==> src/rtl/sar_adc_capture_pkg.sv <==
// Shared widths and FSM state encodings for the SAR ADC capture back-end.
package sar_adc_capture_pkg;

  localparam int ADC_DW       = 11;
  localparam int SAMPLE_CNT_W = 16;

  localparam logic [1:0] ST_IDLE = 2'd0;
  localparam logic [1:0] ST_CAPT = 2'd1;
  localparam logic [1:0] ST_ACC  = 2'd2;
  localparam logic [1:0] ST_PUSH = 2'd3;

endpackage

==> src/rtl/sar_adc_capture_if.sv <==
// Valid/ready result stream between the capture block and its consumer.
interface sar_adc_capture_if #(
  parameter int DW = 11
);
  logic [DW-1:0] data;
  logic          valid;
  logic          ready;

  modport master (output data, output valid, input ready);
  modport slave  (input data, input valid, output ready);
endinterface

==> src/rtl/sar_adc_capture_fifo.sv <==
// Small synchronous result FIFO; head word is presented combinationally, last popped word held when empty.
module sar_cap_fifo #(
  parameter int DW    = 11,
  parameter int DEPTH = 4
) (
  input  logic          clk_i,
  input  logic          rst_i,
  input  logic          push_i,
  input  logic [DW-1:0] data_i,
  input  logic          pop_i,
  output logic [DW-1:0] data_o,
  output logic          full_o,
  output logic          empty_o
);
  localparam int AW = $clog2(DEPTH);

  logic [DW-1:0] mem_q [DEPTH];
  logic [AW-1:0] wr_ptr_q, rd_ptr_q;
  logic [AW:0]   count_q;
  logic [DW-1:0] last_q;
  logic          wr_en, rd_en;

  assign full_o  = (count_q == (AW+1)'(DEPTH));
  assign empty_o = (count_q == '0);
  // A pop in the same cycle frees the slot, so a push into a full FIFO is still accepted.
  assign wr_en   = push_i & (~full_o | pop_i);
  assign rd_en   = pop_i & ~empty_o;
  assign data_o  = empty_o ? last_q : mem_q[rd_ptr_q];

  always_ff @(posedge clk_i) begin
    if (wr_en) mem_q[wr_ptr_q] <= data_i;
  end

  always_ff @(posedge clk_i) begin
    if (rst_i) begin
      wr_ptr_q <= '0;
      rd_ptr_q <= '0;
      count_q  <= '0;
      last_q   <= '0;
    end else begin
      if (wr_en) wr_ptr_q <= wr_ptr_q + AW'(1);
      if (rd_en) begin
        rd_ptr_q <= rd_ptr_q + AW'(1);
        last_q   <= mem_q[rd_ptr_q];
      end
      case ({wr_en, rd_en})
        2'b10:   count_q <= count_q + (AW+1)'(1);
        2'b01:   count_q <= count_q - (AW+1)'(1);
        default: count_q <= count_q;
      endcase
    end
  end
endmodule

==> src/rtl/sar_adc_capture.sv <==
// SAR ADC capture: READY synchroniser, rise detect, capture/average FSM, result FIFO.
// state | meaning: IDLE wait rise/pending | CAPT latch code | ACC accumulate | PUSH write FIFO
module sar_adc_capture
  import sar_adc_capture_pkg::*;
#(
  parameter int DW          = ADC_DW,
  parameter int AVG_LOG2    = 2,
  parameter int FIFO_DEPTH  = 4,
  parameter int SYNC_STAGES = 2
) (
  input  logic                    clk_i,
  input  logic                    rst_i,
  input  logic [DW-1:0]           adc_b_i,
  input  logic                    adc_ready_i,
  input  logic                    avg_en_i,
  input  logic                    clr_ovf_i,
  sar_adc_capture_if.master       out_if,
  output logic                    overflow_o,
  output logic [SAMPLE_CNT_W-1:0] sample_cnt_o
);
  localparam int AW = DW + AVG_LOG2;

  logic [SYNC_STAGES-1:0]  sync_q;
  logic                    ready_dly_q;
  logic                    rise;
  logic [1:0]              state_q, state_d;
  logic [DW-1:0]           cap_q, cap_d;
  logic [AW-1:0]           acc_q, acc_d;
  logic [AVG_LOG2-1:0]     cnt_q, cnt_d;
  logic                    avg_q, avg_d;
  logic                    pending_q, pending_d;
  logic                    ovf_q, ovf_d;
  logic [SAMPLE_CNT_W-1:0] sample_cnt_q, sample_cnt_d;
  logic                    push, pop, full, empty, pend_drop;
  logic [DW-1:0]           word;

  assign rise      = sync_q[SYNC_STAGES-1] & ~ready_dly_q;
  assign push      = (state_q == ST_PUSH);
  assign pop       = out_if.valid & out_if.ready;
  assign pend_drop = rise & (state_q != ST_IDLE) & pending_q;
  assign word      = avg_q ? acc_q[AVG_LOG2 +: DW] : cap_q;

  always_comb begin
    state_d      = state_q;
    cap_d        = cap_q;
    acc_d        = acc_q;
    cnt_d        = cnt_q;
    avg_d        = avg_q;
    pending_d    = pending_q;
    sample_cnt_d = sample_cnt_q;
    if (rise && state_q != ST_IDLE) pending_d = 1'b1;
    case (state_q)
      ST_IDLE: begin
        if (pending_q) begin
          state_d   = ST_CAPT;
          pending_d = rise;
        end else if (rise) begin
          state_d = ST_CAPT;
        end
      end
      ST_CAPT: begin
        cap_d        = adc_b_i;
        sample_cnt_d = sample_cnt_q + SAMPLE_CNT_W'(1);
        if (cnt_q == '0) avg_d = avg_en_i;
        state_d = ST_ACC;
      end
      ST_ACC: begin
        acc_d   = acc_q + AW'(cap_q);
        cnt_d   = cnt_q + AVG_LOG2'(1);
        state_d = (!avg_q || (&cnt_q)) ? ST_PUSH : ST_IDLE;
      end
      default: begin
        acc_d   = '0;
        cnt_d   = '0;
        state_d = ST_IDLE;
      end
    endcase
  end

  // Setting the sticky flag takes priority over a simultaneous clear.
  always_comb begin
    ovf_d = ovf_q;
    if (clr_ovf_i) ovf_d = 1'b0;
    if ((push & full & ~pop) | pend_drop) ovf_d = 1'b1;
  end

  always_ff @(posedge clk_i) begin
    if (rst_i) begin
      sync_q       <= '0;
      ready_dly_q  <= 1'b0;
      state_q      <= ST_IDLE;
      cap_q        <= '0;
      acc_q        <= '0;
      cnt_q        <= '0;
      avg_q        <= 1'b0;
      pending_q    <= 1'b0;
      ovf_q        <= 1'b0;
      sample_cnt_q <= '0;
    end else begin
      sync_q       <= {sync_q[SYNC_STAGES-2:0], adc_ready_i};
      ready_dly_q  <= sync_q[SYNC_STAGES-1];
      state_q      <= state_d;
      cap_q        <= cap_d;
      acc_q        <= acc_d;
      cnt_q        <= cnt_d;
      avg_q        <= avg_d;
      pending_q    <= pending_d;
      ovf_q        <= ovf_d;
      sample_cnt_q <= sample_cnt_d;
    end
  end

  sar_cap_fifo #(.DW(DW), .DEPTH(FIFO_DEPTH)) u_fifo (
    .clk_i   (clk_i),
    .rst_i   (rst_i),
    .push_i  (push),
    .data_i  (word),
    .pop_i   (pop),
    .data_o  (out_if.data),
    .full_o  (full),
    .empty_o (empty)
  );

  assign out_if.valid = ~empty;
  assign overflow_o   = ovf_q;
  assign sample_cnt_o = sample_cnt_q;
endmodule
==> src/flat_wrapper.sv <==
// flat-port wrapper written by rule: the top's interface ports become plain ports
module sar_adc_capture_flat import sar_adc_capture_pkg::*;
#(
  parameter int DW          = ADC_DW,
  parameter int AVG_LOG2    = 2,
  parameter int FIFO_DEPTH  = 4,
  parameter int SYNC_STAGES = 2
)
  (clk_i, rst_i, adc_b_i, adc_ready_i, avg_en_i, clr_ovf_i, overflow_o, sample_cnt_o, out_if_data, out_if_valid, out_if_ready);
  sar_adc_capture_if #(.DW(DW)) out_if_i ();
  input  logic clk_i;
  input  logic rst_i;
  input  logic [DW-1:0] adc_b_i;
  input  logic adc_ready_i;
  input  logic avg_en_i;
  input  logic clr_ovf_i;
  output logic overflow_o;
  output logic [SAMPLE_CNT_W-1:0] sample_cnt_o;
  output wire logic [$bits(out_if_i.data)-1:0] out_if_data;
  output wire logic [$bits(out_if_i.valid)-1:0] out_if_valid;
  input wire logic [$bits(out_if_i.ready)-1:0] out_if_ready;
  assign out_if_data = out_if_i.data;
  assign out_if_valid = out_if_i.valid;
  assign out_if_i.ready = out_if_ready;
  sar_adc_capture #(.DW(DW), .AVG_LOG2(AVG_LOG2), .FIFO_DEPTH(FIFO_DEPTH), .SYNC_STAGES(SYNC_STAGES)) u_core (.clk_i(clk_i), .rst_i(rst_i), .adc_b_i(adc_b_i), .adc_ready_i(adc_ready_i), .avg_en_i(avg_en_i), .clr_ovf_i(clr_ovf_i), .out_if(out_if_i), .overflow_o(overflow_o), .sample_cnt_o(sample_cnt_o));
endmodule
==> config.mk <==
export PLATFORM = sky130hd
export DESIGN_NAME = sar_adc_capture_flat
export DESIGN_NICKNAME = d
export VERILOG_FILES = /design/src/rtl/sar_adc_capture_pkg.sv /design/src/rtl/sar_adc_capture_if.sv /design/src/rtl/sar_adc_capture_fifo.sv /design/src/rtl/sar_adc_capture.sv /design/src/flat_wrapper.sv
export SDC_FILE = /design/constraint.sdc
export NUM_CORES = 1
export LEC_CHECK = 0
export CORE_ASPECT_RATIO = 2
export CORE_MARGIN = 5
export CORE_UTILIZATION = 57
export DETAILED_ROUTE_END_ITERATION = 7
export HOLD_SLACK_MARGIN = 0.02
export PLACE_DENSITY_LB_ADDON = 0.1
export RECOVER_POWER = 25
export REMOVE_ABC_BUFFERS = 1
export SLEW_MARGIN = 20
export SYNTH_ARGS = -nofsm -noshare
export SYNTH_HDL_FRONTEND = slang
export SYNTH_SLANG_ARGS = --single-unit
==> constraint.sdc <==
create_clock -name clk_i -period 2.7 [get_ports clk_i]
set_input_delay 0.54 -clock clk_i [delete_from_list [all_inputs] [get_ports clk_i]]
set_output_delay 0.54 -clock clk_i [all_outputs]
set_load 0.005 [all_outputs]
Word level (Yosys, flattened, before mapping)
Memories as Yosys holds them, arrays and structs flattened. A register that Yosys moved wholly into a read port is not among the register bits. Cells that the tools add are included. W data, S select, Z words.

Register bits: 68. Bits in writable memories: 44. Bits of input ports: 17. Output and inout port bits: 29. Logic and storage cells: 73. Memories kept: 1.

Add/sub/neg operators: 7. Eq/ne operators: 7. Muxes and demuxes: 18. Bitwise operators: 14. Reduce and logical (&&, ||, !) cells: 12.

Memories: u_core.u_fifo.mem_q (depth 4, width 11, read ports 1, clocked after Yosys merged registers in 1, write ports 1, RTL line sar_adc_capture_fifo.sv:17) `logic [DW-1:0] mem_q [DEPTH];`.

Operators with widths (count): $pmux W13 S2 (1); $mux W11 (2); $add A16 B1 Y16 const B (1); $add A13 B11 Y13 (1); $mux W2 (5); $and A1 B1 Y1 (8); $mux W1 (7); $add A2 B1 Y2 const B (3); $eq A2 B2 Y1 const B (3); $pmux W2 S3 (1); $pmux W3 S2 (1); $reduce_bool A2 Y1 (3); $eq A2 B1 Y1 const B (2); $logic_not A2 Y1 (2); $not A1 Y1 (4); $pmux W2 S2 (1); $reduce_and A2 Y1 (2); $add A3 B1 Y3 const B (1); $eq A3 B3 Y1 const B (1); $logic_not A3 Y1 (1); $ne A3 B1 Y1 const B (1); $sub A3 B1 Y3 const B (1); $or A1 B1 Y1 (2); $reduce_or A2 Y1 (1); 3 further kinds (3).

Depth between registers and ports, before layout
Gate-level depths: netlist of the first run.

Depth after elaboration: 7. Mapped depth: 11. Depth with buffers taken out: 9.

Hierarchy
A second synthesis of the first run with hierarchy kept.

Cells, all modules: 489. Area total of the unflattened synthesis: 5223.8 um2.

Modules (own cells, without submodules): sar_adc_capture (instances 1, cells an instance 319, area each 2641.3 um2, seq. area each 1001.0 um2); sar_cap_fifo (instances 1, cells an instance 170, area each 2582.5 um2, seq. area each 1721.7 um2).

Worst setup path after synthesis of the first run
No wires, ideal clock.

Kind: reg-to-reg. From: register u_core.u_fifo.count_q[0]. To: register u_core.u_fifo.count_q[2]. Library setup time: 71 ps. Arrival time: 2266 ps. Required time: 2629 ps. Setup slack: 363 ps. Cell stages (with the launch flop): 12. Path buffers: 2. Clock period less this slack: 2337 ps. Cell sequence: dfxtp_1 -> or3_1 -> clkbuf_1 -> nand2_1 -> inv_2 -> clkbuf_1 -> ha_1 -> inv_1 -> fa_1 -> xor2_1 -> or3_1 -> a21oi_1.

Elaborated cells between the ends (all ways): 14. Those cells by class: 2 x add/sub; 3 x eq/ne; 1 x mux; 6 x bitwise; 2 x reduce/logical.

RTL lines: from (decl) (RTL line sar_adc_capture_fifo.sv:19) `logic [AW:0] count_q;`; from (signal assigned) (RTL line sar_adc_capture_fifo.sv:47) `2'b10: count_q <= count_q + (AW+1)'(1);`; from (signal assigned) (RTL line sar_adc_capture_fifo.sv:48) `2'b01: count_q <= count_q - (AW+1)'(1);`; from (signal assigned) (RTL line sar_adc_capture_fifo.sv:49) `default: count_q <= count_q;`; $logic_not A3 Y1 * (RTL line sar_adc_capture_fifo.sv:24) `assign empty_o = (count_q == '0);`; $not A1 Y1 * (RTL line sar_adc_capture_fifo.sv:27, sar_adc_capture.sv:124); $and A1 B1 Y1 (RTL line sar_adc_capture.sv:39) `assign pop = out_if.valid & out_if.ready;`; $and A1 B1 Y1 * (RTL line sar_adc_capture_fifo.sv:27) `assign rd_en = pop_i & ~empty_o;`; named net u_core.u_fifo.rd_en (RTL line sar_adc_capture_fifo.sv:21) `logic wr_en, rd_en;`; $eq A2 B1 Y1 or $eq A2 B2 Y1 (tied branches) (RTL line sar_adc_capture_fifo.sv:46) `case ({wr_en, rd_en})`; $pmux W3 S2 or $reduce_bool A2 Y1 (tied branches).

The timed path passes the listed nets; every way through them passes the cells marked *. A chain may end at the register's enable or synchronous reset.

==> results of run 1 <==
==> registers in the layout, indices dropped and copies added (netlist names), named ones only <==
name and count:
u_core.acc_q 13, u_core.avg_q 1, u_core.cap_q 11, u_core.cnt_q 2
u_core.overflow_o 1, u_core.pending_q 1, u_core.ready_dly_q 1, u_core.sample_cnt_o 16
u_core.state_q 2, u_core.sync_q 2, u_core.u_fifo.count_q 3, u_core.u_fifo.last_q 11
u_core.u_fifo.mem_q 44, u_core.u_fifo.rd_ptr_q 2, u_core.u_fifo.wr_ptr_q 2
==> final timing paths <==
path	to	slack [ns]	cells past startpoint
setup / recovery	out_if_data[3]	0.06	4
hold / removal	u_core.u_fifo.last_q[8]$_SDFFE_PP0P_	0.46	2
setup reg to reg	u_core.u_fifo.count_q[2]$_SDFFE_PP0P_	0.41	9
hold reg to reg	u_core.u_fifo.last_q[8]$_SDFFE_PP0P_	0.46	2
==> cells in the mapped netlist (9+ instances only) <==
| master | count | area share (%) |
|---|---|---|
| nand2_1 | 66 | 4.8 |
| nor2_1 | 40 | 2.9 |
| xor2_1 | 14 | 2.4 |
| inv_1 | 18 | 1.3 |
| dfxtp_1 | 70 | 27 |
| clkbuf_1 | 14 | 1.0 |
| mux4_2 | 11 | 4.8 |
| o21ai_0 | 14 | 1.4 |
| edfxtp_1 | 44 | 26 |
| mux2_2 | 21 | 4.6 |
| a21oi_1 | 45 | 4.4 |
| nand3_1 | 9 | 0.87 |
| ha_1 | 19 | 4.6 |
==> layout by cell type (no fill, tap or decap), types with 16 or more instances in the layout <==
master,count
a21oi_1,45
buf_4,19
clkbuf_16,18
clkdlybuf4s50_1,35
dfxtp_1,68
edfxtp_1,44
ha_1,19
inv_1,19
mux2_2,16
nand2_1,66
nor2_1,40
==> worst max-delay path, delay by kind of cell (launching register included) <==
kind | cells | cell delay [ns]
muxes | 2 | 0.79
buffers and inverters | 2 | 0.58
DFF | 1 | 0.33
==> metrics by stage <==
step | utilization, % | setup WS, ns | cells
finish | 71.11 | 0.05804 | 661
CTS | 70.53 | 0.004283 | 654
floorplan | - | 0.2078 | 459
global route | 71.11 | 0.002718 | 661
detailed placement | 64.38 | -0.1551 | 622
global placement | 64.38 | 0.005062 | 622
==> routing by layer <==
metal / track usage (%) / vias to the layer above / part of all wire, %
li1: - / 1846 / -
met1: 21.21 / 1791 / 37
met2: 40.67 / 70 / 58
met3: 5.673 / 22 / 3.3
met4: 8.424 / 0 / 2.2
met5: 0 / - / 0
==> kinds of logic (layout without fill, tap and decap cells) <==
logic type	count (synthesis)	in the layout	share of synthesized area, %
adders and majority gates	21	21	5.386
buffers and inverters	40	119	3.081
and+or+nand+nor	165	165	15.19
AOI/OAI and AO/OA	87	87	10.58
DFF	114	114	52.79
xor gates and xnor gates	20	20	3.396
muxes	33	33	9.583
==> power groups by stage <==
stage	Combinational (µW)	Sequential (µW)	Clock, µW
floorplan	96.5	1860	0
global placement	189	1860	0
detailed placement	194	1860	0
CTS	196	1830	2050
global route	215	1830	2140
finish	194	1830	2010
==> layout make-up <==
cell class | count | area share [%]
Sequential cell | 114 | 42.81
Multi-Input combinational cell | 326 | 35.76
Timing Repair Buffer | 68 | 9.809
Clock buffer | 27 | 8.079
Tap cell | 102 | 2.005
Inverter | 19 | 1.121
Clock inverter | 5 | 0.4128
==> what timing repair did <==
| action | 4_1_cts | 5_1_grt |
|---|---|---|
| buffers inserted | 0 | 7 |
| setup endpoints to repair | 11 | 7 |
| resized for setup | 9 | 4 |
==> results.txt, run 1 <==
----------------------------------------------------
[Clocking]
  Worst-Skew Late Latency ... 0.40 ns
  Root buffer cell ... clkbuf_16
  Level count of the clock H-tree ... 4
  Clock transition time at the flip-flop clock pins of the worst setup and hold paths ... 0.05 ns
  Hold-fix buffer count after cts ... 0
  Clock Sinks ... ~110
  Worst-case clock buffer depth ... 2
  Total clock buffers created by CTS ... 17
  CTS tree ... built

[GRT]
  Initial antenna violation count ... 0
  Number of global-route vias before repair ... ~3800
  First-pass GRT wire length ... roughly 18 mm
  Overflow left after global routing ... 0
  Overall track demand over capacity in global routing ... 21.22%
  Maximum number of pins on one net before global-route repair ... 45

[Logic synthesis]
  Asr flop ratio synth ... 0%
  Post-Syn Instances ... 480
  Netlist area before placement ... roughly 5200 µm²
  Netlist cell types ... 52
  Flip-flop and latch count after synthesis ... roughly 110
  Mean area per synthesized cell ... 10.74 µm²
  Yosys warning count ... 0
  EDFF count, synth ... 44
  Top FF cell, synth ... dfxtp_1
  Sequential share of the synthesized area ... roughly 53%

[STA]
  Worst Max-Slew Pin Slew ... about 1.1 ns
  Final number of hold-violating endpoints ... 0
  Skew final ... between 0.006 and 0.007 ns
  Slew Viols, Final ... 0
  Total Neg Setup Slack ... 0 ns
  Crit share post-route ... 97.85%
  Final Critical Period ... 2.642 ns
  Unrepaired setup endpoints after global routing ... no
  Final number of setup-violating endpoints ... 0
  Worst hold slack ... about 0.46 ns
  Fmax achieved ... 378.5 MHz
  Max-slew headroom at the worst pin ... between 20% and 30%

[Floorplanning]
  Boundary Pins ... 46
  Die width ... 77.26 µm
  Die Outline Area ... 11170 µm²
  Area of the placeable core ... between 8000 and 9000 µm²
  Placement Rows ... just under 50
  Die height ... 144.5 µm
  Effective utilization at floorplan ... 57.62%

[Drt]
  Vias per inst ... 5.641
  Number of remaining DRC errors ... 0
  Iter 0 DRT Violations ... between 100 and 150
  Detailed-route via count ... around 3700
  Number of nets with antenna violations after routing ... 0
  Average wire per cell in the routed design ... around 17 µm
  Final Routed Wirelength ... ~11 mm
  Count of TritonRoute iterations in the first routing pass ... 4

[Final layout]
  FF+latch area ... ~2700 µm²
  Area of the multi-input gates ... roughly 2300 µm²
  Number of antenna repair diodes ... 0
  Count of filler cells inserted in the layout ... 680
  Post-layout instance area ... roughly 6400 µm²
  Total Nets Final ... between 500 and 600
  Ratio of cells with drive above 1 in the final layout ... 14.85%
  Area growth from synthesis to layout ... 23.41%

[Worst hold path]
  Type of the most critical hold path ... flop to flop
  Min-delay src ... u_core.u_fifo.last_q[8]$_SDFFE_PP0P_

[Place]
  Number of port buffers ... 45
  Total half-perimeter wirelength after legalization and detailed placement ... around 8 mm
  Post-Place Cell Area ... ~5800 µm²
  RePlAce Congestion ... 0.8939

[Power and ir drop]
  Design Power ... around 4000 µW
  Switching Share ... between 20% and 30%
  Part of the total power dissipated in sequential elements ... 45.4%
  Fraction of power consumed by combinational cells ... under 10%
  Internal power consumption ... about 3200 µW
  Static leakage ... between 0.002 and 0.0025 µW
  Max VDD drop ... roughly 480 µV
  Proportion of power drawn by the clock network ... around 50%
  Power spent charging and discharging nets ... roughly 840 µW
  Power Density ... about 630 nW/µm²

[Critical path]
  Max Fanout on Critical Path ... 11
  Endpoint arrival time on the critical path ... 2.10 ns
  Worst-path cell with the longest stage delay ... mux4_2
  Critical path required time ... around 2.2 ns
  Worst setup SP type ... flop
  Series of cell instances along the critical path ... buf_12 > mux4_2 > mux2_2 > clkdlybuf4s50_1
  Crit Path Class ... flop to primary output
  Crit. End Element ... primary output
  Stage delay of the slowest cell on the critical path ... 0.51 ns
  Launch point of the worst reg-to-reg path ... u_core.u_fifo.count_q[0]$_SDFFE_PP0P_

[Status]
  Status ... finished, final reports clean

[Run]
  Max_cap viols ... 0

----------------------------------------------------
(Power assumes the default switching activity.)
==> run 2: changes to the inputs <==
==> constraint.sdc (replaced) <==
create_clock -name clk_i -period 2.55 [get_ports clk_i]
set_input_delay 0.51 -clock clk_i [delete_from_list [all_inputs] [get_ports clk_i]]
set_output_delay 0.51 -clock clk_i [all_outputs]
set_load 0.005 [all_outputs]
==> run 2 against run 1 <==
  * Register-to-register slack lost 0.11 ns
  * First-iteration DRC count grew 18%
  * Clock power grew 25%
  * Critical path type unchanged
  * Critical endpoint is now out_if_data[2]
==> results.txt, run 2 (synthesis gave the netlist of run 1 again) <==
----------------------------------------------------
[Drt]
  Vias per inst ... roughly 5.6
  Detailed-route via count ... approximately 3700
  Iter 0 DRT Violations ... between 150 and 200
  Number of nets with antenna violations after routing ... 0
  Final Routed Wirelength ... 11.24 mm
  Count of TritonRoute iterations in the first routing pass ... 4
  Number of remaining DRC errors ... 0
  Average wire per cell in the routed design ... around 17 µm

[Power and ir drop]
  Power Density ... between 700 and 800 nW/µm²
  Static leakage ... around 0.0025 µW
  Part of the total power dissipated in sequential elements ... between 40% and 50%
  Internal power consumption ... approximately 3700 µW
  Proportion of power drawn by the clock network ... ~54%
  Switching Share ... approximately 21%
  Power spent charging and discharging nets ... 955.5 µW
  Max VDD drop ... 550.9 µV
  Fraction of power consumed by combinational cells ... under 10%

[Final layout]
  Total Nets Final ... about 580
  Number of antenna repair diodes ... 0
  Area of the multi-input gates ... between 2000 and 2500 µm²
  Flip-flop count of the largest register, all copies and words added ... 44
  Count of filler cells inserted in the layout ... 639
  Area growth from synthesis to layout ... 25.33%
  FF+latch area ... 2726 µm²
  Biggest register ... u_core.u_fifo.mem_q
  Most frequent standard cell in the layout excluding fill and tap cells ... dfxtp_1
  Non-filler cells, final ... 659
  Commonest cells after routing, fill and taps aside ... 69 x dfxtp_1, 66 x nand2_1, 45 x a21oi_1, 44 x edfxtp_1, 40 x nor2_1
  Ratio of cells with drive above 1 in the final layout ... between 10% and 20%

[Clocking]
  Clock Sinks ... approximately 110
  Hold-fix buffer count after cts ... 0
  Total clock buffers created by CTS ... 17
  Clock transition time at the flip-flop clock pins of the worst setup and hold paths ... roughly 0.060 ns
  Level count of the clock H-tree ... 4
  Worst-case clock buffer depth ... 2
  Worst-Skew Late Latency ... 0.40 ns
  CTS tree ... built
  Root buffer cell ... clkbuf_16

[Place]
  Total half-perimeter wirelength after legalization and detailed placement ... just under 8 mm
  Number of port buffers ... 45
  Pre-CTS setup slack ... -0.2286 ns
  Placed insts ... 626
  RePlAce Congestion ... slightly below 0.9

[STA]
  Worst Max-Slew Pin Slew ... 1.261 ns
  Total Neg Setup Slack ... 0 ns
  Final Critical Period ... around 2.5 ns
  Slew Viols, Final ... 0
  Max-slew headroom at the worst pin ... around 16%
  Final number of setup-violating endpoints ... 0
  Fmax achieved ... roughly 400 MHz
  Unrepaired setup endpoints after global routing ... no
  Final Worst Setup Slack ... about 0.069 ns
  Final number of hold-violating endpoints ... 0
  Worst hold slack ... between 0.4 and 0.5 ns
  Skew final ... 0.007305 ns
  Crit share post-route ... 97.31%

[GRT]
  Number of global-route vias before repair ... around 4000
  Maximum number of pins on one net before global-route repair ... 42
  First-pass GRT wire length ... 18.94 mm
  Overall track demand over capacity in global routing ... 21.86%
  Initial antenna violation count ... 0
  Overflow left after global routing ... 0

[Floorplanning]
  Placement Rows ... 49
  Effective utilization at floorplan ... 57.62%
  Die height ... between 100 and 150 µm
  Boundary Pins ... 46
  Area of the placeable core ... a little under 9000 µm²
  Die Outline Area ... approximately 11000 µm²
  Die width ... slightly below 80 µm

[Status]
  Status ... finished, final reports clean

[Critical path]
  Crit. End Element ... primary output
  Critical path required time ... 2.04 ns
  Crit Path Class ... flop to primary output
  Endpoint arrival time on the critical path ... 1.97 ns
  Max Fanout on Critical Path ... 6
  Worst setup SP type ... flop

[Run]
  Max_cap viols ... 0

[Worst hold path]
  Type of the most critical hold path ... flop to flop

----------------------------------------------------
[run 2: cell types whose count changed in the layout (fill, tap and decap cells not counted), moves of 2 or more]
cell / previous run / this run
bufinv_16: 0 / 2
mux2_2: 16 / 18
clkdlybuf4s50_1: 35 / 33
dfxtp_2: 2 / 0
clkbuf_8: 3 / 1
clkinv_4: 0 / 2
buf_4: 19 / 14
dlygate4sd2_1: 4 / 11
clkbuf_1: 9 / 5
mux2_1: 5 / 3
clkbuf_16: 18 / 21
dlymetal6s2s_1: 4 / 0
[run 2: final cells by class]
| cell class | instances | area share (%) |
|---|---|---|
| clock buffer | 22 | 8.343 |
| clock inverter | 10 | 1.762 |
| inverter | 19 | 1.103 |
| multi-input combinational | 326 | 35.31 |
| sequential | 114 | 42.18 |
| tap | 102 | 1.974 |
| timing repair buffer | 66 | 9.330 |
[run 2: worst paths after layout]
| kind | cells after the start | from | endpoint | slack [ns] |
|---|---|---|---|---|
| setup / recovery | 4 | flop | out_if_data[2] | 0.07 |
| setup reg to reg | 7 | u_core.state_q[1]$_SDFFE_PP0P_ | u_core.sample_cnt_o[15]$_SDFFE_PP0P_ | 0.30 |
| hold / removal | 1 | u_core.sync_q[0]$_SDFF_PP0_ | u_core.sync_q[1]$_SDFF_PP0_ | 0.44 |
| hold reg to reg | 1 | u_core.sync_q[0]$_SDFF_PP0_ | u_core.sync_q[1]$_SDFF_PP0_ | 0.44 |
[run 2: through the flow]
step / util [%] / instance area (µm²) / power, µW
finish: 72.21 / 6464 / 4656
global route: 72.21 / 6464 / 4820
CTS: 72.32 / 6474 / 4706
detailed placement: 64.86 / 5806 / 2185
global placement: 64.86 / 5806 / 2177
floorplan: - / 5070 / 2073
[run 2: repair_timing]
action,CTS,global route
setup endpoints to repair,11,7
cloned,1,0
setup buffers,0,0
resized for setup,13,2
[run 2: power by group through the flow]
stage	clock [µW]	sequential (µW)	combinational, µW
floorplan	0	1970	102
global placement	0	1970	205
detailed placement	0	1970	211
CTS	2560	1940	212
global route	2650	1940	228
finish	2510	1940	206
[run 2: metal layers]
metal / global-route usage [%] / wire length (µm) / vias to the layer above
met5: 0 / 0 / -
met4: 8.243 / 164 / 0
met3: 5.175 / 324 / 16
met2: 42.71 / 6601 / 61
met1: 21.75 / 4145 / 1776
li1: - / - / 1846
[run 2: critical path, stage by stage (launching register included)]
cell,delay [ns]
dfxtp_4,0.38
buf_12,0.14
mux4_2,0.51
mux2_2,0.28
dlygate4sd2_1,0.26
==> run 3: changes to the inputs <==
--- a/config.mk
+++ b/config.mk
@@ -5,6 +5,7 @@
 export SDC_FILE = /design/constraint.sdc
 export NUM_CORES = 1
 export LEC_CHECK = 0
+export CAP_MARGIN = 5
 export CORE_ASPECT_RATIO = 2
 export CORE_MARGIN = 5
 export CORE_UTILIZATION = 57
@@ -12,7 +13,6 @@
 export HOLD_SLACK_MARGIN = 0.02
 export PLACE_DENSITY_LB_ADDON = 0.1
 export RECOVER_POWER = 25
-export REMOVE_ABC_BUFFERS = 1
 export SLEW_MARGIN = 20
 export SYNTH_ARGS = -nofsm -noshare
 export SYNTH_HDL_FRONTEND = slang
==> run 3 against run 2 <==
  * Hold slack improved by 0.0047 ns
  * Clock skew decreased by 0.0013 ns
  * Worst setup slack about the same
  * Utilization decreased by 0.57 points
  * Sequential cell count unchanged
==> results.txt, run 3 (synthesis gave the netlist of run 1 again) <==
----------------------------------------------------
[Place]
  Number of port buffers ... 45
  RePlAce Congestion ... 0.9414
  Pre-CTS setup slack ... -0.2693 ns
  Total half-perimeter wirelength after legalization and detailed placement ... roughly 8 mm

[STA]
  Final Critical Period ... ~2.5 ns
  Final Worst Setup Slack ... between 0.06 and 0.07 ns
  Fmax achieved ... slightly above 400 MHz
  Worst hold slack ... roughly 0.44 ns
  Worst Max-Slew Pin Slew ... approximately 1 ns
  Max-slew headroom at the worst pin ... roughly a third
  Slew Viols, Final ... 0
  Final number of setup-violating endpoints ... 0
  Skew final ... 0.006013 ns
  Crit share post-route ... between 90% and 100%
  Unrepaired setup endpoints after global routing ... no
  Final number of hold-violating endpoints ... 0

[Floorplanning]
  Area of the placeable core ... just under 9000 µm²
  Die Outline Area ... around 11000 µm²
  Boundary Pins ... 46
  Die width ... slightly below 80 µm
  Placement Rows ... 49
  Effective utilization at floorplan ... 57.62%
  Die height ... between 100 and 150 µm

[Drt]
  Number of nets with antenna violations after routing ... 0
  Count of TritonRoute iterations in the first routing pass ... 4
  Uppermost metal layer occupied by signal nets ... met4
  Iter 0 DRT Violations ... 184
  Met3 layer wire length in the routed design ... about 480 µm
  Final Routed Wirelength ... between 10 and 15 mm
  Detailed-route via count ... roughly 3800
  Met2 Routed Length ... around 6.8 mm
  Wire length the detailed router placed on met1 ... between 4 and 5 mm
  Average wire per cell in the routed design ... ~18 µm
  Number of remaining DRC errors ... 0
  Vias per inst ... 5.718

[GRT]
  Number of global-route vias before repair ... ~4000
  Overflow left after global routing ... 0
  Overall track demand over capacity in global routing ... 22.33%
  Initial antenna violation count ... 0
  First-pass GRT wire length ... about 19 mm
  Maximum number of pins on one net before global-route repair ... 48

[Status]
  Status ... finished, final reports clean

[Critical path]
  Critical path required time ... ~2 ns
  Max Fanout on Critical Path ... 5
  Crit. End Element ... primary output
  Worst setup SP type ... flop
  Endpoint arrival time on the critical path ... 1.97 ns
  Crit Path Class ... flop to primary output

[Final layout]
  Ratio of cells with drive above 1 in the final layout ... about 15%
  Total Nets Final ... just under 600
  Area growth from synthesis to layout ... 24.33%
  Flip-flop count of the largest register, all copies and words added ... 44
  Most frequent standard cell in the layout excluding fill and tap cells ... dfxtp_1
  Number of antenna repair diodes ... 0
  Biggest register ... u_core.u_fifo.mem_q
  Commonest cells after routing, fill and taps aside ... 69 x dfxtp_1, 66 x nand2_1, 45 x a21oi_1, 44 x edfxtp_1, 40 x nor2_1

[Worst hold path]
  Type of the most critical hold path ... flop to flop

[Clocking]
  Total clock buffers created by CTS ... 17
  CTS tree ... built
  Level count of the clock H-tree ... 4
  Clock transition time at the flip-flop clock pins of the worst setup and hold paths ... approximately 0.05 ns
  Hold-fix buffer count after cts ... 0
  Worst-Skew Late Latency ... roughly 0.4 ns
  Clock Sinks ... approximately 110
  Worst-case clock buffer depth ... 2
  Root buffer cell ... clkbuf_16

[Power and ir drop]
  Static leakage ... 0.002434 µW
  Power Density ... around 680 nW/µm²
  Max VDD drop ... between 600 and 700 µV

[Run]
  Max_cap viols ... 0

[Logic synthesis]
  Post-Syn Nets ... 518

----------------------------------------------------
[run 3: repair_timing]
| item | 4_1_cts | 5_1_grt |
|---|---|---|
| endpoints found under the setup margin | 11 | 9 |
| cloned | 1 | 0 |
| setup buffers | 2 | 2 |
| gates resized for setup | 14 | 12 |
[run 3: through the flow]
stage	cells	setup TNS [ns]	power [µW]	cell area, µm²	util, %
5_1_grt	662	0	4526	6412	71.64
2_1_floorplan	480	0	2093	5157	-
3_3_place_gp	625	-0.1140	2180	5798	64.78
6_report	662	0	4357	6412	71.64
4_1_cts	660	0	4392	6385	71.33
3_5_place_dp	625	-0.2874	2185	5798	64.78
[run 3: cell type report]
class                   instances  area (µm²)
repair buffers                 69       638.1
clock buffers                  21       440.4
inverters                      19       71.32
clock inverters                11       113.9
fillers                       655        2539
multi-input cells             326        2295
well taps                     102       127.6
flip-flops and latches        114        2726
[run 3: final timing paths]
check | endpoint | start | depth (start not counted) | slack (ns)
max | out_if_data[2] | flop | 4 | 0.07
min | u_core.sync_q[1]$_SDFF_PP0_ | u_core.sync_q[0]$_SDFF_PP0_ | 1 | 0.44
max reg2reg | u_core.u_fifo.count_q[2]$_SDFFE_PP0P_ | u_core.u_fifo.count_q[0]$_SDFFE_PP0P_ | 9 | 0.27
min reg2reg | u_core.sync_q[1]$_SDFF_PP0_ | u_core.sync_q[0]$_SDFF_PP0_ | 1 | 0.44
[run 3: worst max-delay path, cell delays in order (launching register included)]
cell,delay (ns)
dfxtp_4,0.39
buf_16,0.13
mux4_2,0.51
mux2_4,0.27
dlygate4sd2_1,0.26
[run 3: routing by layer]
layer	vias up	GRT usage [%]
met5	-	0
met4	0	9.058
met3	19	5.798
met2	84	43.87
met1	1827	21.35
li1	1855	-
[run 3: power by group]
| part | internal (µW) | switching, µW | leakage [µW] | total [µW] |
|---|---|---|---|---|
| sequential | 1910 | 26.3 | 0.000973 | 1940 |
| clock | 1420 | 789 | 0.000264 | 2210 |
| combinational | 94.3 | 111 | 0.00120 | 205 |
